**config.mk**
```make
export PLATFORM = sky130hd
export DESIGN_NAME = seq_packet_serializer_flat
export DESIGN_NICKNAME = d
export VERILOG_FILES = /design/src/rtl/seq_packet_serializer_if.sv /design/src/rtl/seq_packet_serializer.sv /design/src/flat_wrapper.sv
export SDC_FILE = /design/constraint.sdc
export NUM_CORES = 1
export LEC_CHECK = 0
export ABC_AREA = 1
export CORE_MARGIN = 4
export CORE_UTILIZATION = 44
export CTS_CLUSTER_SIZE = 30
export DETAILED_ROUTE_END_ITERATION = 8
export HOLD_SLACK_MARGIN = 0.15
export PLACE_DENSITY = 0.76
export RECOVER_POWER = 25
export SYNTH_ARGS = -nofsm -noshare
export SYNTH_HDL_FRONTEND = slang
export SYNTH_SLANG_ARGS = --single-unit
```
**constraint.sdc**
```tcl
create_clock -name clk -period 2.16 [get_ports clk]
set_input_delay 0.432 -clock clk [delete_from_list [all_inputs] [get_ports clk]]
set_output_delay 0.432 -clock clk [all_outputs]
set_load 0.02 [all_outputs]
```
**src/rtl/seq_packet_serializer_if.sv**
```systemverilog
// Handshake/data bundle between the compression core, the serializer and the
// sequence encoder: multi-lane packet in, single sequence out, debug counters.
`ifndef SEQ_PACKET_SIZE
`define SEQ_PACKET_SIZE 4
`endif
`ifndef SEQ_LL_BITS
`define SEQ_LL_BITS 8
`endif
`ifndef SEQ_ML_BITS
`define SEQ_ML_BITS 8
`endif
`ifndef SEQ_OFFSET_BITS
`define SEQ_OFFSET_BITS 16
`endif

interface seq_packet_serializer_if #(
  parameter int PACKET_SIZE = `SEQ_PACKET_SIZE,
  parameter int LL_BITS     = `SEQ_LL_BITS,
  parameter int ML_BITS     = `SEQ_ML_BITS,
  parameter int OFFSET_BITS = `SEQ_OFFSET_BITS
);
  logic                               i_seq_packet_valid;
  logic                               i_seq_packet_ready;
  logic [PACKET_SIZE-1:0]             i_seq_packet_strb;
  logic [PACKET_SIZE*LL_BITS-1:0]     i_seq_packet_ll;
  logic [PACKET_SIZE*ML_BITS-1:0]     i_seq_packet_ml;
  logic [PACKET_SIZE*OFFSET_BITS-1:0] i_seq_packet_offset;
  logic [PACKET_SIZE*ML_BITS-1:0]     i_seq_packet_overlap;
  logic [PACKET_SIZE-1:0]             i_seq_packet_eoj;
  logic [PACKET_SIZE-1:0]             i_seq_packet_delim;

  logic                               o_seq_valid;
  logic                               o_seq_ready;
  logic [LL_BITS-1:0]                 o_seq_ll;
  logic [ML_BITS-1:0]                 o_seq_ml;
  logic [OFFSET_BITS-1:0]             o_seq_offset;
  logic [ML_BITS-1:0]                 o_seq_overlap;
  logic                               o_seq_eoj;
  logic                               o_seq_delim;
  logic                               o_seq_last;

  logic [31:0]                        o_stat_seq_cnt;
  logic [31:0]                        o_stat_job_cnt;

  // Serializer side
  modport slave (
    input  i_seq_packet_valid, i_seq_packet_strb, i_seq_packet_ll, i_seq_packet_ml,
           i_seq_packet_offset, i_seq_packet_overlap, i_seq_packet_eoj, i_seq_packet_delim,
           o_seq_ready,
    output i_seq_packet_ready,
           o_seq_valid, o_seq_ll, o_seq_ml, o_seq_offset, o_seq_overlap,
           o_seq_eoj, o_seq_delim, o_seq_last, o_stat_seq_cnt, o_stat_job_cnt
  );

  // Environment side (packet producer + sequence consumer)
  modport master (
    output i_seq_packet_valid, i_seq_packet_strb, i_seq_packet_ll, i_seq_packet_ml,
           i_seq_packet_offset, i_seq_packet_overlap, i_seq_packet_eoj, i_seq_packet_delim,
           o_seq_ready,
    input  i_seq_packet_ready,
           o_seq_valid, o_seq_ll, o_seq_ml, o_seq_offset, o_seq_overlap,
           o_seq_eoj, o_seq_delim, o_seq_last, o_stat_seq_cnt, o_stat_job_cnt
  );
endinterface

```
**src/rtl/seq_packet_serializer.sv**
```systemverilog
// Single-entry packet buffer that emits strobed lanes lowest-first, one per
// cycle, reloading on the last lane so packets stream without bubbles.
`ifndef SEQ_PACKET_SIZE
`define SEQ_PACKET_SIZE 4
`endif
`ifndef SEQ_LL_BITS
`define SEQ_LL_BITS 8
`endif
`ifndef SEQ_ML_BITS
`define SEQ_ML_BITS 8
`endif
`ifndef SEQ_OFFSET_BITS
`define SEQ_OFFSET_BITS 16
`endif

module seq_packet_serializer #(
  parameter int PACKET_SIZE = `SEQ_PACKET_SIZE,
  parameter int LL_BITS     = `SEQ_LL_BITS,
  parameter int ML_BITS     = `SEQ_ML_BITS,
  parameter int OFFSET_BITS = `SEQ_OFFSET_BITS
) (
  input logic                    clk,
  input logic                    rst,
  seq_packet_serializer_if.slave bus
);
  localparam int SEL_W = (PACKET_SIZE > 1) ? $clog2(PACKET_SIZE) : 1;

  typedef struct packed {
    logic [LL_BITS-1:0]     ll;
    logic [ML_BITS-1:0]     ml;
    logic [OFFSET_BITS-1:0] offset;
    logic [ML_BITS-1:0]     overlap;
    logic                   eoj;
    logic                   delim;
  } seq_t;

  seq_t [PACKET_SIZE-1:0] lane_in;
  seq_t [PACKET_SIZE-1:0] buf_q;
  seq_t                   cur;
  logic [PACKET_SIZE-1:0] pending;
  logic [SEL_W-1:0]       sel;
  logic                   full, last, out_fire, in_fire, load;
  logic [31:0]            seq_cnt, job_cnt;

  for (genvar k = 0; k < PACKET_SIZE; k++) begin : g_lane
    assign lane_in[k] = {bus.i_seq_packet_ll[k*LL_BITS +: LL_BITS],
                         bus.i_seq_packet_ml[k*ML_BITS +: ML_BITS],
                         bus.i_seq_packet_offset[k*OFFSET_BITS +: OFFSET_BITS],
                         bus.i_seq_packet_overlap[k*ML_BITS +: ML_BITS],
                         bus.i_seq_packet_eoj[k],
                         bus.i_seq_packet_delim[k]};
  end

  // Lowest pending lane wins: scan downward so the last hit is the lowest.
  always_comb begin
    sel = '0;
    for (int k = PACKET_SIZE - 1; k >= 0; k--)
      if (pending[k]) sel = SEL_W'(k);
  end

  assign full     = |pending;
  assign last     = $onehot(pending);
  assign cur      = buf_q[sel];
  assign out_fire = full & bus.o_seq_ready;
  assign bus.i_seq_packet_ready = ~full | (bus.o_seq_ready & last);
  assign in_fire  = bus.i_seq_packet_valid & bus.i_seq_packet_ready;
  assign load     = in_fire & (|bus.i_seq_packet_strb);

  always_ff @(posedge clk) begin
    if (rst) begin
      pending <= '0;
      buf_q   <= '0;
      seq_cnt <= '0;
      job_cnt <= '0;
    end else begin
      if (out_fire) begin
        pending[sel] <= 1'b0;
        seq_cnt      <= seq_cnt + 32'd1;
        if (cur.eoj) job_cnt <= job_cnt + 32'd1;
      end
      // A reload on the final lane overrides that lane's clear.
      if (load) begin
        pending <= bus.i_seq_packet_strb;
        buf_q   <= lane_in;
      end
    end
  end

  assign bus.o_seq_valid    = full;
  assign bus.o_seq_last     = last;
  assign bus.o_seq_ll       = cur.ll;
  assign bus.o_seq_ml       = cur.ml;
  assign bus.o_seq_offset   = cur.offset;
  assign bus.o_seq_overlap  = cur.overlap;
  assign bus.o_seq_eoj      = cur.eoj;
  assign bus.o_seq_delim    = cur.delim;
  assign bus.o_stat_seq_cnt = seq_cnt;
  assign bus.o_stat_job_cnt = job_cnt;
endmodule

```
**src/flat_wrapper.sv**
```systemverilog
// flat-port wrapper written by rule: the top's interface ports become plain ports
module seq_packet_serializer_flat 
#(
  parameter int PACKET_SIZE = `SEQ_PACKET_SIZE,
  parameter int LL_BITS     = `SEQ_LL_BITS,
  parameter int ML_BITS     = `SEQ_ML_BITS,
  parameter int OFFSET_BITS = `SEQ_OFFSET_BITS
)
  (clk, rst, bus_i_seq_packet_valid, bus_i_seq_packet_strb, bus_i_seq_packet_ll, bus_i_seq_packet_ml, bus_i_seq_packet_offset, bus_i_seq_packet_overlap, bus_i_seq_packet_eoj, bus_i_seq_packet_delim, bus_o_seq_ready, bus_i_seq_packet_ready, bus_o_seq_valid, bus_o_seq_ll, bus_o_seq_ml, bus_o_seq_offset, bus_o_seq_overlap, bus_o_seq_eoj, bus_o_seq_delim, bus_o_seq_last, bus_o_stat_seq_cnt, bus_o_stat_job_cnt);
  seq_packet_serializer_if #(.PACKET_SIZE(PACKET_SIZE), .LL_BITS(LL_BITS), .ML_BITS(ML_BITS), .OFFSET_BITS(OFFSET_BITS)) bus_i ();
  input logic clk;
  input logic rst;
  input wire logic [$bits(bus_i.i_seq_packet_valid)-1:0] bus_i_seq_packet_valid;
  input wire logic [$bits(bus_i.i_seq_packet_strb)-1:0] bus_i_seq_packet_strb;
  input wire logic [$bits(bus_i.i_seq_packet_ll)-1:0] bus_i_seq_packet_ll;
  input wire logic [$bits(bus_i.i_seq_packet_ml)-1:0] bus_i_seq_packet_ml;
  input wire logic [$bits(bus_i.i_seq_packet_offset)-1:0] bus_i_seq_packet_offset;
  input wire logic [$bits(bus_i.i_seq_packet_overlap)-1:0] bus_i_seq_packet_overlap;
  input wire logic [$bits(bus_i.i_seq_packet_eoj)-1:0] bus_i_seq_packet_eoj;
  input wire logic [$bits(bus_i.i_seq_packet_delim)-1:0] bus_i_seq_packet_delim;
  input wire logic [$bits(bus_i.o_seq_ready)-1:0] bus_o_seq_ready;
  output wire logic [$bits(bus_i.i_seq_packet_ready)-1:0] bus_i_seq_packet_ready;
  output wire logic [$bits(bus_i.o_seq_valid)-1:0] bus_o_seq_valid;
  output wire logic [$bits(bus_i.o_seq_ll)-1:0] bus_o_seq_ll;
  output wire logic [$bits(bus_i.o_seq_ml)-1:0] bus_o_seq_ml;
  output wire logic [$bits(bus_i.o_seq_offset)-1:0] bus_o_seq_offset;
  output wire logic [$bits(bus_i.o_seq_overlap)-1:0] bus_o_seq_overlap;
  output wire logic [$bits(bus_i.o_seq_eoj)-1:0] bus_o_seq_eoj;
  output wire logic [$bits(bus_i.o_seq_delim)-1:0] bus_o_seq_delim;
  output wire logic [$bits(bus_i.o_seq_last)-1:0] bus_o_seq_last;
  output wire logic [$bits(bus_i.o_stat_seq_cnt)-1:0] bus_o_stat_seq_cnt;
  output wire logic [$bits(bus_i.o_stat_job_cnt)-1:0] bus_o_stat_job_cnt;
  assign bus_i.i_seq_packet_valid = bus_i_seq_packet_valid;
  assign bus_i.i_seq_packet_strb = bus_i_seq_packet_strb;
  assign bus_i.i_seq_packet_ll = bus_i_seq_packet_ll;
  assign bus_i.i_seq_packet_ml = bus_i_seq_packet_ml;
  assign bus_i.i_seq_packet_offset = bus_i_seq_packet_offset;
  assign bus_i.i_seq_packet_overlap = bus_i_seq_packet_overlap;
  assign bus_i.i_seq_packet_eoj = bus_i_seq_packet_eoj;
  assign bus_i.i_seq_packet_delim = bus_i_seq_packet_delim;
  assign bus_i.o_seq_ready = bus_o_seq_ready;
  assign bus_i_seq_packet_ready = bus_i.i_seq_packet_ready;
  assign bus_o_seq_valid = bus_i.o_seq_valid;
  assign bus_o_seq_ll = bus_i.o_seq_ll;
  assign bus_o_seq_ml = bus_i.o_seq_ml;
  assign bus_o_seq_offset = bus_i.o_seq_offset;
  assign bus_o_seq_overlap = bus_i.o_seq_overlap;
  assign bus_o_seq_eoj = bus_i.o_seq_eoj;
  assign bus_o_seq_delim = bus_i.o_seq_delim;
  assign bus_o_seq_last = bus_i.o_seq_last;
  assign bus_o_stat_seq_cnt = bus_i.o_stat_seq_cnt;
  assign bus_o_stat_job_cnt = bus_i.o_stat_job_cnt;
  seq_packet_serializer #(.PACKET_SIZE(PACKET_SIZE), .LL_BITS(LL_BITS), .ML_BITS(ML_BITS), .OFFSET_BITS(OFFSET_BITS)) u_core (.clk(clk), .rst(rst), .bus(bus_i));
endmodule
```
==> results.cfg <==
[outcome]
status = complete, but fails checks
failed_checks = negative setup slack

[clock_tree]
path_clk_slew_ns = 0.06
cts_max_path_buffers = 3
clk-insertion-delay-late_ns = 0.53
cts_tree = yes
cts_root_buf = clkbuf_16
h-tree-depth = 1
cts_sinks = 236
cts-buffers-inserted = 26
hold_buffers = 0

[flow_run]
maxCapViolations = 0

[detailed_routing]
via_count = 12700
wirelength_mm = 47.5
route.met3.wl_mm = 3.86
routedWlPerCell_microns = 21.1
drc = 0
viasPerCell = 5.63
routed.top_layer = met5
m1WireLength_mm = 18.1
route.met2.wl_mm = 23.1
dr.first_iter.drc_count = 1102
ant_nets = 0
drt_first_pass_iters = 7

[floorplan]
core_area_sq_um = 24300
rows = 57
die_w_microns = 165
dieArea_sq_um = 27300
io_pins = 285
die_h_microns = 165
initial_core_util = 0.447

[yosys]
yosysMostFrequentCell = nand2_1
synthArstFlopShare = 0
synth_top_area_share = 0.434
synth_edf_count = 0
synth_ff_type = dfxtp_1
ys_warn_count = 0
synth_cell_types = 38
synthTopCellsByArea = dfxtp_1 (43%), a21oi_1 (12%), nand2_1 (10%)
synth.net_count = 1721
ys_seq_area_frac = 0.434
synth_common_cells = nand2_1 (297), a21oi_1 (254), dfxtp_1 (236)
synth_seq_cells = 236
syn_area_sq_um = 10900
syn_inst = 1534
syn_area_per_cell_sq_um = 7.09
synth_top_area_cell = dfxtp_1

[placed_design]
place_congestion = 0.890
hpwlAfterDp_mm = 24.9
portBuffers = 284

[setup_path]
cp.required_ns = 1.73
path_max_fanout = 8
endpoint_kind = primary output
worst-r2r-setup-slack_ns = -0.49
cp.arrival_ns = 2.26
critPathLaunchType = flop
worstSetupPathType = reg -> out
r2r_cells = 13
timing.rr.end = u_core.buf_q[148]$_SDFFE_PP0P_
worstReg2RegStart = u_core.pending[3]$_SDFFE_PP0P_

[worst_hold_path]
min_from = rst
min_path_type = in -> reg
holdPathEnd = u_core.buf_q[84]$_SDFFE_PP0P_
hold_depth = 4

[sta]
worst_slack_ns = -0.528
drv_slew = 0
setup_viol = 216
rsz0062_at_grt = true
min_period_over_period = 1.24
max_freq_ghz = 0.372
period_needed_ns = 2.69
tns_ns = -83.06
finalClockSkew_ns = 0.0111
hold_violations = 0
maxSlewHeadroom = 0.292
worstMarginPinSlew_ns = 1.06

[power]
power_density_nw_per_um2 = 952
p_total_mw = 18.0
p_leak_nw = 7.02
ir_drop_uv = 553

[global_route]
grtUsageTotal = 0.275
antenna_found_initial = 5
grt_pass1_wl_mm = 60.6
grt-ovfl-total = 0
grt_pass1_vias = 11800
grt_max_degree = 88

[layout]
final_nets = 2092
area_delta_synth_final_pct = 74.0
drive_gt1_frac = 0.313
[logic make-up (layout without fill, tap and decap cells)]
logic type | Yosys count | in the layout | share of synthesized area
other | 0 | 1 | 0
xor gates and xnor gates | 18 | 18 | 0.0145
adders and majority gates | 11 | 11 | 0.0133
buffers and inverters | 285 | 674 | 0.105
AOI/OAI and AO/OA | 487 | 487 | 0.240
DFF | 236 | 236 | 0.434
and+or+nand+nor | 497 | 498 | 0.193
[per-stage QoR]
stage	hold WS [ns]	util	area (sq um)	std cells	setup slack (ns)
4_1_cts	0.343	0.687	16700	2213	-0.458
3_5_place_dp	0.445	0.605	14700	2127	-0.527
2_1_floorplan	0.429	-	11200	1534	-0.0772
6_report	0.432	0.779	18900	2249	-0.528
5_1_grt	0.430	0.779	18900	2249	-0.614
3_3_place_gp	0.438	0.605	14700	2127	-0.390
[power by group]
group	internal (mW)	total, mW	switching (mW)
logic	3.99	8.48	4.48
clock network	2.56	4.35	1.80
registers	4.93	5.19	0.267
[sequential cells by signal (all words and copies together) (netlist names)]
register	flops
u_core.bus.o_stat_job_cnt	32
u_core.buf_q	168
u_core.bus.o_stat_seq_cnt	32
u_core.pending	4
[worst max-delay path, cell delays in order, from the launching register on]
cell and delay [ns]:
dfxtp_2 0.35, inv_4 0.06, ha_1 0.22, nor2_2 0.12, nand2_2 0.11, inv_8 0.14
nand2_8 0.10, clkbuf_16 0.19, o221ai_4 0.26, buf_6 0.17
[final cells by class]
class | instances | area [sq um]
Timing Repair Buffer | 434 | 5260
Multi-Input combinational cell | 1014 | 6970
Sequential cell | 236 | 4730
Fill cell | 1540 | 5390
Clock inverter | 2 | 35.0
Tap cell | 324 | 405
Clock buffer | 45 | 783
Inverter | 193 | 749
Antenna cell | 1 | 2.50
[worst max path at each step]
stage | start | slack [ns] | to
2_1_floorplan | u_core.pending[1]$_SDFFE_PP0P_ | -0.08 | u_core.pending[1]$_SDFFE_PP0P_
3_3_place_gp | u_core.pending[2]$_SDFFE_PP0P_ | -0.39 | bus_o_seq_last
3_5_place_dp | u_core.pending[3]$_SDFFE_PP0P_ | -0.53 | bus_o_seq_overlap[1]
4_1_cts | u_core.pending[3]$_SDFFE_PP0P_ | -0.46 | bus_o_seq_offset[3]
5_1_grt | u_core.pending[2]$_SDFFE_PP0P_ | -0.61 | bus_o_seq_offset[3]
6_report | u_core.pending[2]$_SDFFE_PP0P_ | -0.53 | bus_o_seq_offset[3]
[what timing repair did]
action	4_1_cts	5_1_grt
pin swaps	20	47
cloned	22	23
resized for setup	464	453
setup buffers	17	20
setup endpoints to repair	231	244
[cells in the final DEF, fill, tap and decap left out, types with 15 or more instances in the layout]
| cell type | netlist | layout |
|---|---|---|
| buf_12 | 0 | 35 |
| clkbuf_1 | 53 | 15 |
| inv_1 | 188 | 183 |
| o221ai_2 | 0 | 24 |
| clkdlybuf4s50_1 | 0 | 235 |
| o21ai_4 | 0 | 48 |
| buf_4 | 5 | 57 |
| nand3_1 | 41 | 38 |
| buf_6 | 2 | 41 |
| a21oi_2 | 2 | 104 |
| a21oi_1 | 254 | 147 |
| nand2_1 | 297 | 254 |
| buf_8 | 0 | 22 |
| clkbuf_16 | 0 | 47 |
| dfxtp_1 | 236 | 232 |
| buf_16 | 0 | 15 |
| o21ai_0 | 183 | 19 |
| o21ai_2 | 0 | 88 |
| o21ai_1 | 1 | 29 |
| nand4_1 | 17 | 17 |
| nand2_4 | 0 | 18 |
| nand2_2 | 9 | 32 |
| nor2_1 | 101 | 102 |
[routing by layer]
layer,vias to the layer above,global-route usage
met1,5994,0.347
met5,-,0
met2,663,0.474
li1,5817,-
met3,184,0.0454
met4,6,0.0991
No activity file was read; power rests on OpenSTA's default activity.
